### config.mk
export PLATFORM = sky130hd
export DESIGN_NAME = video_timing_gen
export DESIGN_NICKNAME = d
export VERILOG_FILES = /design/src/rtl/video_timing_gen.sv
export SDC_FILE = /design/constraint.sdc
export NUM_CORES = 1
export LEC_CHECK = 0
export CAP_MARGIN = 20
export CORE_MARGIN = 2
export CORE_UTILIZATION = 35
export DETAILED_ROUTE_END_ITERATION = 8
export HOLD_SLACK_MARGIN = 0.12
export PLACE_DENSITY = 0.55
export REMOVE_ABC_BUFFERS = 1
export SLEW_MARGIN = 25
export SYNTH_ARGS = -nofsm -noshare
export SYNTH_HDL_FRONTEND = slang
export SYNTH_SLANG_ARGS = --single-unit
### constraint.sdc
create_clock -name CLK_I -period 2.46 [get_ports CLK_I]
set_input_delay 0.246 -clock CLK_I [delete_from_list [all_inputs] [get_ports CLK_I]]
set_output_delay 0.246 -clock CLK_I [all_outputs]
set_load 0.01 [all_outputs]
### src/rtl/video_timing_gen.sv
// Parametrised raster timing generator: pixel clock-enable, H/V position counters, sync/blank/DE decode.
// Optional macro VIDEO_TIMING_LINE_IRQ_EN adds LINE_CMP_I/LINE_IRQ_O line-compare interrupt.
module video_timing_gen #(
  parameter int CLK_DIV      = 8,
  parameter int H_W          = 9,
  parameter int V_W          = 9,
  parameter int H_ACTIVE     = 288,
  parameter int H_SYNC_START = 304,
  parameter int H_SYNC_END   = 336,
  parameter int H_TOTAL      = 384,
  parameter int V_ACTIVE     = 224,
  parameter int V_SYNC_START = 240,
  parameter int V_SYNC_END   = 243,
  parameter int V_TOTAL      = 264,
  parameter bit HSYNC_POL    = 1'b0,
  parameter bit VSYNC_POL    = 1'b0
) (
  input  logic           CLK_I,
  input  logic           RST_I,
  input  logic           HRESET_I,
`ifdef VIDEO_TIMING_LINE_IRQ_EN
  input  logic [V_W-1:0] LINE_CMP_I,
  output logic           LINE_IRQ_O,
`endif
  output logic           PIX_CE_O,
  output logic [H_W-1:0] HCOUNT_O,
  output logic [V_W-1:0] VCOUNT_O,
  output logic           HSYNC_O,
  output logic           VSYNC_O,
  output logic           HBLANK_O,
  output logic           VBLANK_O,
  output logic           DE_O,
  output logic           HRESET_O,
  output logic           VRESET_O
);

  localparam int DIV_W = (CLK_DIV > 1) ? $clog2(CLK_DIV) : 1;
  localparam logic [DIV_W-1:0] DIV_LAST = DIV_W'(CLK_DIV - 1);
  localparam logic [H_W-1:0]   H_LAST   = H_W'(H_TOTAL - 1);
  localparam logic [V_W-1:0]   V_LAST   = V_W'(V_TOTAL - 1);

  if (CLK_DIV < 1) begin : g_bad_div
    $error("video_timing_gen: CLK_DIV must be >= 1");
  end
  if (!(H_ACTIVE < H_SYNC_START && H_SYNC_START < H_SYNC_END &&
        H_SYNC_END <= H_TOTAL && H_TOTAL <= (1 << H_W))) begin : g_bad_h
    $error("video_timing_gen: illegal horizontal timing ordering");
  end
  if (!(V_ACTIVE < V_SYNC_START && V_SYNC_START < V_SYNC_END &&
        V_SYNC_END <= V_TOTAL && V_TOTAL <= (1 << V_W))) begin : g_bad_v
    $error("video_timing_gen: illegal vertical timing ordering");
  end

  logic [DIV_W-1:0] r_div;
  logic             r_hreq;
  logic [H_W-1:0]   r_hcount;
  logic [V_W-1:0]   r_vcount;
  logic             r_pix_ce, r_hsync, r_vsync, r_hblank, r_vblank, r_de, r_hrst, r_vrst;

  logic             w_ce, w_line_start;
  logic [H_W-1:0]   w_h_nxt;
  logic [V_W-1:0]   w_v_nxt;
  logic             w_hsync_act, w_vsync_act, w_hblank, w_vblank;

  // A request raised in the same cycle as ce is honoured immediately.
  always_comb begin
    w_ce         = (r_div == DIV_LAST);
    w_line_start = (r_hcount == H_LAST) | r_hreq | HRESET_I;
    w_h_nxt      = r_hcount + 1'b1;
    w_v_nxt      = r_vcount;
    if (w_line_start) begin
      w_h_nxt = '0;
      w_v_nxt = (r_vcount == V_LAST) ? '0 : r_vcount + 1'b1;
    end
    w_hblank    = (int'(w_h_nxt) >= H_ACTIVE);
    w_vblank    = (int'(w_v_nxt) >= V_ACTIVE);
    w_hsync_act = (int'(w_h_nxt) >= H_SYNC_START) && (int'(w_h_nxt) < H_SYNC_END);
    w_vsync_act = (int'(w_v_nxt) >= V_SYNC_START) && (int'(w_v_nxt) < V_SYNC_END);
  end

  always_ff @(posedge CLK_I) begin
    if (RST_I) begin
      r_div    <= '0;
      r_hreq   <= 1'b0;
      r_hcount <= H_LAST;
      r_vcount <= V_LAST;
      r_pix_ce <= 1'b0;
      r_hsync  <= ~HSYNC_POL;
      r_vsync  <= ~VSYNC_POL;
      r_hblank <= 1'b1;
      r_vblank <= 1'b1;
      r_de     <= 1'b0;
      r_hrst   <= 1'b0;
      r_vrst   <= 1'b0;
    end else begin
      r_div    <= w_ce ? '0 : r_div + 1'b1;
      r_pix_ce <= w_ce;
      r_hrst   <= w_ce && (w_h_nxt == '0);
      r_vrst   <= w_ce && (w_h_nxt == '0) && (w_v_nxt == '0);
      if (w_ce) begin
        r_hreq   <= 1'b0;
        r_hcount <= w_h_nxt;
        r_vcount <= w_v_nxt;
        r_hsync  <= w_hsync_act ? HSYNC_POL : ~HSYNC_POL;
        r_vsync  <= w_vsync_act ? VSYNC_POL : ~VSYNC_POL;
        r_hblank <= w_hblank;
        r_vblank <= w_vblank;
        r_de     <= ~w_hblank & ~w_vblank;
      end else if (HRESET_I) begin
        r_hreq <= 1'b1;
      end
    end
  end

`ifdef VIDEO_TIMING_LINE_IRQ_EN
  logic r_line_irq;
  // Counters never exceed V_TOTAL-1, so an out-of-range compare value never matches.
  always_ff @(posedge CLK_I) begin
    if (RST_I) r_line_irq <= 1'b0;
    else       r_line_irq <= w_ce && (w_h_nxt == '0) && (w_v_nxt == LINE_CMP_I);
  end
  assign LINE_IRQ_O = r_line_irq;
`endif

  assign PIX_CE_O = r_pix_ce;
  assign HCOUNT_O = r_hcount;
  assign VCOUNT_O = r_vcount;
  assign HSYNC_O  = r_hsync;
  assign VSYNC_O  = r_vsync;
  assign HBLANK_O = r_hblank;
  assign VBLANK_O = r_vblank;
  assign DE_O     = r_de;
  assign HRESET_O = r_hrst;
  assign VRESET_O = r_vrst;

endmodule

==> results <==
- The run finished with clean final reports.
- From bottom edge to top edge, the die measures 74.70 um.
- The count of endpoints failing hold in the final timing report is 0.
- The logic depth of the worst register-to-register path is 7.
- The achievable clock frequency is 446.5 MHz.
- The post-route netlist has 11.33% of its cells at a drive strength greater than 1.
- Dividing total power by cell area gives a power density of 444.9 mW/mm2.
- The worst register-to-register path ends at VBLANK_O$_SDFFE_PP1P_.
- The number of detailed-route iterations in the first pass is 4.
- Summing the sequential cell areas from Yosys gives 34.33% of the chip area.
- The count of buffering cells on the critical path with inverters included is 0.
- The kind of end point of the critical path is a register.
- The post-route non-filler standard cell count is 323.
- The aggregate routed wire length is 4565 um.
- Counting instances, the worst hold path has a depth of 1.
- The critical path is of the register to register type.
- Buffers inserted to repair hold after CTS numbered 0.
- Yosys mapped a number of flops with a built-in enable equal to 0.
- Setup repair after global routing left no endpoint under its margin.
- The highest net fanout along the worst path is 9.
- Once the floorplan was initialized, standard cells occupied 36.55% of the core.
- The via count of the routed design is 1,688.
- IR analysis of the VDD net gives a maximum drop of 0.3527 mV.
- The total clock buffers created by CTS is 5.
- The number of nets with antenna violations after routing is 0.
- After synthesis the cells add up to 0.001749 mm2.
- In this run the post-CTS setup repair buffer count came out at 0.
- Data arrives at the worst endpoint at 2460 ps.
- In this run the number of H-tree levels came out at 2.
- In this run the count of I/O pins placed on the die edge is 29.
- In the routed layout, each cell is associated on average with a via count of 5.226.
- Setup violations remaining at the end of the flow were counted as 0.
- The core region is 0.004786 mm2.
- The netlist uses 51 different library cells.
- The transition time at the pin with the least slew margin is 489.1 ps.
- The largest stage delay on the critical path is 470 ps.
- The row count is 25.
- The first global-routing pass estimated 7783 um of wire.
- The gate family responsible for the most delay along the worst path is compound AO/OA/AOI/OAI gates.
- The insertion delay of the later-clocked pin in the worst-skew pair is 280 ps.
- After clock tree synthesis, the clock-pin slew on the worst setup and hold paths is 70 ps.
- The worst pin sits at a relative slew slack of 67.05%.
- The area overhead of the layout relative to synthesis is 26.97%.
- The share of the cycle needed by the critical path after routing is 91.04%.
- Each instance of the synthesized netlist takes up on average 7.879 um2.
- For this block, the initial DRC count from the detailed router was 125.
- The number of placed instances, taps included, is 315.
- The global placement routability congestion is 0.8426.
- The placed wire-length estimate after detailed placement is 3298 um.
- The combined global-route utilization of all metal layers is 18.27%.
- For this run, asynchronously set or reset flops after synthesis account for 0%.
- The net total in the final layout is 262.
- The register bit total from synthesis is 30.
- The worst slack after detailed placement is 158.0 ps.
- Post-CTS repair changed the size of 0 cells.
- The via count of the first global-routing pass is 1,603.
- The cell count along the critical path is 7.
- The layout has 482 filler cells.
- For this run, the leading register cell type out of synthesis is sky130_fd_sc_hd__dfxtp_1.
- The setup slack of the worst register-to-register path is 220 ps.
- The largest individual stage delay along the critical path comes from the cell sky130_fd_sc_hd__dfxtp_1.
- Synthesis handed over a netlist of 222 instances.
- CTS saw 30 sinks.
- The capture endpoint of the worst hold path is r_div[0]$_SDFF_PP0_.
- The critical register-to-register path startpoint is VCOUNT_O[0]$_SDFFE_PP1P_.
- The hold slack is 426.3 ps.
- The residual DRC count is 0.
- The clock tree from TritonCTS is built.
- The number of antenna repair diodes is 0.
- The total number of yosys warnings is 0.
- After global routing the overflow that remains totals 0.
- The final period demand of the worst path is 2239 ps.
- Entering global routing, the biggest net connects 21 pins.
- In this run the deepest clock path goes through 2 buffers.
- The leakage dissipation is 0.8354 nW.
- The startpoint identified for the worst hold timing path is r_div[0]$_SDFF_PP0_.
- Sorting the synthesized cells by how often they occur yields 30 x sky130_fd_sc_hd__dfxtp_1, 27 x sky130_fd_sc_hd__nor2_1, 22 x sky130_fd_sc_hd__nand2_1, 15 x sky130_fd_sc_hd__o21ai_0, 14 x sky130_fd_sc_hd__a21oi_1.
- Ranked by total cell area, the synthesized netlist is headed by sky130_fd_sc_hd__dfxtp_1 34%, sky130_fd_sc_hd__nor2_1 5.8%, sky130_fd_sc_hd__nand2_1 4.7%.
- The area of the die is 0.005579 mm2.
- In this run the tool buffered the top-level ports with 28 buffer cells.
- The initial antenna violation count is 0.
- The maximum clock skew at final layout is 10.40 ps.
- The number of maximum-capacitance violations is 0.
- The average routed wire per standard cell is 14.13 um.
- In this run the worst hold path is classified as register to register.
- Of all cell types, the one taking the most synthesized area is sky130_fd_sc_hd__dfxtp_1.
- In this run the biggest area consumer among cell types represents 34.33% of the synthesized area.
- Data on the critical path is required at its endpoint by 2680 ps.
- The final number of max-transition violations is 0.
- The root cell of the clock tree is sky130_fd_sc_hd__clkbuf_8.
- Setup slack on the critical path of the routed design comes to 220.5 ps.
- The die is 74.70 um wide.
- Walking the worst path, the cells encountered are ha_1 > nand3_1 > or2_2 > nor2_1 > a21oi_1 > o41ai_1 > o21a_1.
- Among all cell types in the netlist, the one instantiated most often is sky130_fd_sc_hd__dfxtp_1.
- The worst setup path is launched from a register.
- The sum of negative setup slack is 0 ps.
[cells by family (layout without fill, tap and decap cells)]
| kind of cell | after synthesis | in the layout | share of synthesized area, % |
|---|---|---|---|
| simple gates | 95 | 95 | 27.68 |
| compound gates | 65 | 65 | 24.54 |
| flops | 30 | 30 | 34.33 |
| buf+inv | 20 | 54 | 6.437 |
| xor+xnor | 6 | 6 | 3.004 |
| fa+ha+maj | 4 | 4 | 2.861 |
| mux | 2 | 2 | 1.145 |
[worst reg2reg max path, delay by kind of cell (launching register included)]
family	cells	cell delay, ps
AOI/OAI and AO/OA	3	710
and+or+nand+nor	3	690
DFF	1	470
adders and majority gates	1	310
[layer usage]
metal / global-route usage (%) / up-vias / wire length [um]
met5: 0 / - / 0
met4: 7.738 / 0 / 118
met2: 26.94 / 55 / 1988
li1: - / 870 / -
met3: 3.748 / 6 / 195
met1: 25.97 / 757 / 2263
[per-stage QoR]
| step | instance area (um2) | utilization [%] | total power, mW |
|---|---|---|---|
| 5_1_grt | 2221 | 46.41 | 1.033 |
| 6_report | 2221 | 46.41 | 0.9880 |
| 3_3_place_gp | 2126 | 44.42 | 0.5773 |
| 3_5_place_dp | 2126 | 44.42 | 0.5768 |
| 4_1_cts | 2221 | 46.41 | 0.9933 |
| 2_1_floorplan | 1659 | - | 0.5490 |
[power breakdown]
group	switching, mW	internal (mW)	total, mW	leakage [nW]
Clock	0.198	0.225	0.422	0.0472
Sequential	0.00457	0.493	0.498	0.243
Combinational	0.0392	0.0288	0.0681	0.545
[area by class of cell]
cell class	instances	area (um2)	share of cell area, %
Multi-Input combinational cell	172	1036	46.65
Timing Repair Buffer	40	382.9	17.24
Tap cell	67	83.83	3.775
Sequential cell	30	600.6	27.04
Clock inverter	2	12.51	0.5634
Clock buffer	6	82.58	3.718
Inverter	6	22.52	1.014
[how the worst max path moves through the flow]
stage / startpoint / slack [ps] / end
3_3_place_gp: HRESET_I / 230 / VBLANK_O$_SDFFE_PP1P_
4_1_cts: HCOUNT_O[0]$_SDFFE_PP1P_ / 220 / DE_O$_SDFFE_PP0P_
5_1_grt: VCOUNT_O[0]$_SDFFE_PP1P_ / 10 / VBLANK_O$_SDFFE_PP1P_
2_1_floorplan: HCOUNT_O[0]$_SDFFE_PP1P_ / 5 / VRESET_O$_SDFF_PP0_
3_5_place_dp: HRESET_I / 160 / DE_O$_SDFFE_PP0P_
6_report: VCOUNT_O[0]$_SDFFE_PP1P_ / 220 / VBLANK_O$_SDFFE_PP1P_
[layout by cell type (no fill, tap or decap), types with 2 or more instances in the layout]
cell type / count
sky130_fd_sc_hd__xor2_1: 4
sky130_fd_sc_hd__o22a_1: 3
sky130_fd_sc_hd__clkdlybuf4s50_1: 28
sky130_fd_sc_hd__nand4_1: 3
sky130_fd_sc_hd__nor2_1: 27
sky130_fd_sc_hd__ha_1: 4
sky130_fd_sc_hd__a21oi_1: 14
sky130_fd_sc_hd__o21a_1: 3
sky130_fd_sc_hd__nand4b_1: 3
sky130_fd_sc_hd__o21ai_1: 5
sky130_fd_sc_hd__nand2_1: 22
sky130_fd_sc_hd__nand3_1: 6
sky130_fd_sc_hd__nand2b_1: 3
sky130_fd_sc_hd__nor3_1: 10
sky130_fd_sc_hd__nand3b_1: 2
sky130_fd_sc_hd__and3_1: 2
sky130_fd_sc_hd__buf_4: 11
sky130_fd_sc_hd__xnor2_1: 2
sky130_fd_sc_hd__a22oi_1: 2
sky130_fd_sc_hd__dfxtp_1: 30
sky130_fd_sc_hd__a21boi_0: 2
sky130_fd_sc_hd__o21ai_0: 14
sky130_fd_sc_hd__or2_2: 4
sky130_fd_sc_hd__a211o_1: 4
sky130_fd_sc_hd__mux2i_1: 2
sky130_fd_sc_hd__clkbuf_8: 6
sky130_fd_sc_hd__inv_1: 6
sky130_fd_sc_hd__nor4_1: 3
sky130_fd_sc_hd__and2_1: 3
sky130_fd_sc_hd__a31oi_1: 5
[registers in the layout, summed over array words and instances (netlist names)]
| name | cells |
|---|---|
| HCOUNT_O | 9 |
| VCOUNT_O | 9 |
| r_div | 3 |
| DE_O | 1 |
| HBLANK_O | 1 |
| HRESET_O | 1 |
| HSYNC_O | 1 |
| PIX_CE_O | 1 |
| VBLANK_O | 1 |
| VRESET_O | 1 |
| VSYNC_O | 1 |
| r_hreq | 1 |
No activity file was read; power rests on OpenSTA's default activity.
==> edit 1: new RTL, config.mk and constraints unchanged <==
The option `VIDEO_TIMING_LINE_IRQ_EN` is turned on by a define.
--- a/src/rtl/video_timing_gen.sv
+++ b/src/rtl/video_timing_gen.sv
@@ -1,5 +1,7 @@
 // Parametrised raster timing generator: pixel clock-enable, H/V position counters, sync/blank/DE decode.
 // Optional macro VIDEO_TIMING_LINE_IRQ_EN adds LINE_CMP_I/LINE_IRQ_O line-compare interrupt.
+`define VIDEO_TIMING_LINE_IRQ_EN
+
 module video_timing_gen #(
   parameter int CLK_DIV      = 8,
   parameter int H_W          = 9,
Ports: changed (added LINE_CMP_I and LINE_IRQ_O); port bits go from 29 to 39. The function was not compared with the original's and may differ.
==> edit 1 against the original RTL <==
- highest routed layer unchanged
- synthesized area up 11%
- routed wire length up 23%
- total power up 8.9%
- cell area up 22%
- hold slack worse by 2.2 ps
- worst setup slack worse by 120 ps
- synthesized cell count up 7.2%
- largest power group unchanged
- sequential cell count up 1
==> edit 1: results (changes against the original RTL) <==
Cells and area
  – Final core occ: 49.9% (was 46.4%)
  – Antenna Cells: 0 (unchanged)
  – Fill cell count: 543 (was 482)
  – Share of layout cells above drive strength 1: 18.8% (was 11.3%)
  – Post-route insts no fill: 376 (was 323)
  – Layout Nets: 319 (was 262)

Worst setup path
  – Max Fanout on Critical Path: 5 (was 9)
  – CP Data Arrival Time: 2570 ps (was 2460 ps)
  – Kind of critical path: reg -> reg (unchanged)
  – Worst R2R Start: HCOUNT_O[0] (was VCOUNT_O[0])

Placement
  – Area after DPL: 2580 sq um (was 2130 sq um)
  – Placed Cells: 365 (was 315)
  – I/O Buffers: 38 (was 28)
  – Post-detail-place hpwl: 4.12 mm (was 3.30 mm)
  – Final RePlAce weighted congestion: 0.834 (was 0.843)

Min path
  – HP Start: r_div[0] (unchanged)
  – Hold Path Class: reg -> reg (unchanged)

Yosys
  – Cells after Synth: 238 (was 222)
  – Synth unique cells: 50 (was 51)
  – Synth warnings: 0 (unchanged)
  – Synth async-reset ratio: 0% (unchanged)
  – Synth area leaders: dfxtp_1 32%, xnor2_1 5.4%, nor2_1 4.4% (was dfxtp_1 34%, nor2_1 5.8%, nand2_1 4.7%)
  – Sequential fraction of the synthesis area: 31.9% (was 34.3%)
  – Dominant synthesized flop cell: dfxtp_1 (unchanged)
  – Synth cell count leaders: 31 x dfxtp_1, 23 x nor2_1, 20 x nand2_1, 12 x a21oi_1, 12 x xnor2_1 (was 30 x dfxtp_1, 27 x nor2_1, 22 x nand2_1, 15 x o21ai_0, 14 x a21oi_1)

STA
  – Final clock skew: 6.99 ps (was 10.4 ps)
  – Final Max Slew Viols: 0 (unchanged)
  – Sum Neg Setup Slack: 0 ps (unchanged)
  – Max_slew headroom: 74.1% (was 67.0%)

Routing
  – Routed Antenna Nets: 0 (unchanged)
  – Via/cell ratio: 5.21 (was 5.23)
  – Drt total wl: 5.64 mm (was 4.57 mm)
  – DRT Pass-1 Iters: 5 (was 4)
  – DR iter-0 viols: 135 (was 125)

Clocking
  – Reg clk slew, reported paths: 80 ps
  – Clock Root Buffer: clkbuf_8 (unchanged)
  – Clock buffer count from CTS: 5 (unchanged)
  – H-tree levels: 2 (unchanged)
  – Clock tree buffer depth: 2 (unchanged)
  – Clk_lat worst skew: 290 ps

Power
  – Peak supply drop: 0.185 mV (was 0.353 mV)
  – P_leak: 1.08 nW (was 0.835 nW)

Global routing
  – Largest net degree at the start of global routing: 19 (was 21)
  – Initial antenna violation count: 0 (unchanged)
  – First-pass GRT wire length: 8.97 mm (was 7.78 mm)
  – Vias in the first global route: 1786 (was 1603)
  – Total GRT Usage: 18.5% (was 18.3%)

Outcome
  – Status: complete, no violations (unchanged)
-- edit 1: per-layer routing --
metal,up-vias,track usage [%],part of all wire (%)
met1,881,28.3,48
li1,992,-,-
met2,81,25.3,42
met5,-,0,0
met4,0,5.96,1.2
met3,6,3.91,8.3
-- edit 1: logic make-up (layout without fill, tap and decap cells) --
family	Yosys count	count (layout)	synth area share (%)
mux	1	1	0.514
xor+xnor	20	20	9.00
simple gates	99	99	28.4
fa+ha+maj	4	4	2.57
flops	31	31	31.9
compound gates	62	62	22.6
buf+inv	21	87	5.02
-- edit 1: final timing paths --
check / cells after the start / slack [ps] / to
worst max-delay path: 9 / 100 / LINE_IRQ_O
worst min-delay path: 1 / 420 / r_div[0]
worst max register to register: 9 / 100 / LINE_IRQ_O
worst min register to register: 1 / 420 / r_div[0]
-- edit 1: what timing repair did --
item	in CTS	in global routing
gates resized for setup	0	2
setup endpoints to repair	0	5
buffers inserted	0	3
-- edit 1: stage by stage --
| step | power [mW] | hold slack, ps | worst slack [ps] |
|---|---|---|---|
| 3_5_place_dp | 0.650 | 415 | 19.8 |
| 6_report | 1.08 | 424 | 98.6 |
| 4_1_cts | 1.08 | 427 | 6.09 |
| 3_3_place_gp | 0.651 | 411 | 61.3 |
| 5_1_grt | 1.12 | 454 | 7.80 |
| 2_1_floorplan | 0.592 | 318 | -115 |
-- edit 1: cell type report --
cell class | count | share of cell area (%)
clock buffer | 5 | 2.54
clock inverter | 3 | 0.876
multi-input combinational | 186 | 45.7
tap | 72 | 3.32
timing repair buffer | 74 | 24.0
inverter | 5 | 0.692
sequential | 31 | 22.9
-- edit 1: worst max-delay path, stage by stage (launching register included) --
cell	delay, ps
dfxtp_1	320
ha_1	230
buf_4	160
nor3_1	120
a31oi_1	70
nor3b_1	270
a21oi_1	110
or4_4	450
a2111o_1	360
nor4_2	190
-- edit 1: where the power goes --
group,leakage [nW],switching (mW),internal (mW)
Clock,0.0408,0.231,0.202
Combinational,0.788,0.0649,0.0656
Sequential,0.251,0.00334,0.509
==> edit 2: new RTL, config.mk and constraints unchanged <==
Made on the original files. Register the output `VCOUNT_O` once more; this adds one clock of latency there. The other outputs are not delayed to match.
--- a/src/rtl/video_timing_gen.sv
+++ b/src/rtl/video_timing_gen.sv
@@ -124,7 +124,9 @@
 
   assign PIX_CE_O = r_pix_ce;
   assign HCOUNT_O = r_hcount;
-  assign VCOUNT_O = r_vcount;
+  always_ff @(posedge CLK_I) begin
+    VCOUNT_O <= r_vcount;
+  end
   assign HSYNC_O  = r_hsync;
   assign VSYNC_O  = r_vsync;
   assign HBLANK_O = r_hblank;
Function: changed (Yosys sat finds a counterexample within 4 cycles, from zero or initial values and one cycle with RST_I high).
==> edit 2 against the original RTL <==
- synthesized cell count is 4.1% higher
- routed wire length is 9.3% higher
- synthesized area is 13% higher
- total power is 26% higher
- largest power group unchanged
- worst setup slack better by 1.2 ps
- first-iteration DRC count is 8.0% lower
- sequential cell count is 9 higher
- cell area is 11% higher
==> edit 2: results (changes against the original RTL) <==
Outcome
  – Status: complete, no violations (unchanged)

Placement
  – Placed Cells: 328 (was 315)
  – Post-Place Setup Slack: 226 ps (was 158 ps)
  – Final RePlAce weighted congestion: 0.877 (was 0.843)
  – Area after DPL: 2340 sq um (was 2130 sq um)

Cells and area
  – Clock buffer cells: 5 (was 6)
  – NonClk Buf Share: 15.4% (was 17.2%)
  – Non-Clock Buffer Count: 41 (was 40)
  – Multi-input gate area in the final layout: 1070 sq um (was 1040 sq um)
  – FF/Latch Area: 781 sq um (was 601 sq um)
  – Clk tree area frac: 4.59% (was 4.28%)
  – Multi-In Gates: 170 (was 172)
  – Share of layout cells above drive strength 1: 12.1% (was 11.3%)
  – Layout Nets: 270 (was 262)

Yosys
  – Cells after Synth: 231 (was 222)
  – Synth area leaders: dfxtp_1 40%, nand2_1 4.9%, nor2_1 4.9% (was dfxtp_1 34%, nor2_1 5.8%, nand2_1 4.7%)
  – Synth unique cells: 59 (was 51)
  – Synthesized flop and latch total: 39 (was 30)

Worst setup path
  – Max Fanout on Critical Path: 7 (was 9)
  – CP Capture Point: VSYNC_O (was VBLANK_O)
  – CP Data Arrival Time: 2410 ps (was 2460 ps)

STA
  – Least-Margin Pin Slew: 498 ps (was 489 ps)
  – Final clock skew: 3.59 ps (was 10.4 ps)

Global routing
  – Largest net degree at the start of global routing: 14 (was 21)
  – First-pass GRT wire length: 8.46 mm (was 7.78 mm)
  – Vias in the first global route: 1733 (was 1603)
  – Total GRT Usage: 17.3% (was 18.3%)

Power
  – Clock power share: 42.3% (was 42.7%)
  – Power Dens Cells: 506 nW/um^2 (was 445 nW/um^2)
  – Sequential power share: 51.8% (was 50.4%)
  – Net Sw Frac: 21.9% (was 24.4%)
  – Peak supply drop: 0.251 mV (was 0.353 mV)

Floorplan
  – Tapcells: 72 (was 67)
## edit 2: changes by cell type in the layout (fill, tap and decap cells not counted), moves of 4 or more
cell | before | now
nand3_1 | 6 | 10
dfxtp_1 | 30 | 39
o21ai_1 | 5 | 1
nand2_1 | 22 | 26
nor3_1 | 10 | 4
## edit 2: cell families (layout without fill, tap and decap cells)
group,Yosys count,in the layout,share of synthesized area (%)
muxes,1,1,0.508
and+or+nand+nor,95,95,25.3
AOI/OAI and AO/OA,63,63,22.8
buffers and inverters,22,55,6.09
xor gates and xnor gates,7,7,3.11
adders and majority gates,4,4,2.54
DFF,39,39,39.6
## edit 2: layer usage
metal  track usage [%]  up-vias  routed length, um
li1                  -      899                  -
met1              23.2      827               2370
met2              25.8       59               2160
met3              3.64       18                260
met4              9.31        0                192
met5                 0        -                  0
## edit 2: critical path: stages (launching register included)
cell	delay (ps)
dfxtp_1	450
ha_1	260
nand4_4	140
o31ai_2	430
nand3_1	150
xor2_1	170
a211oi_1	390
a31oi_1	130
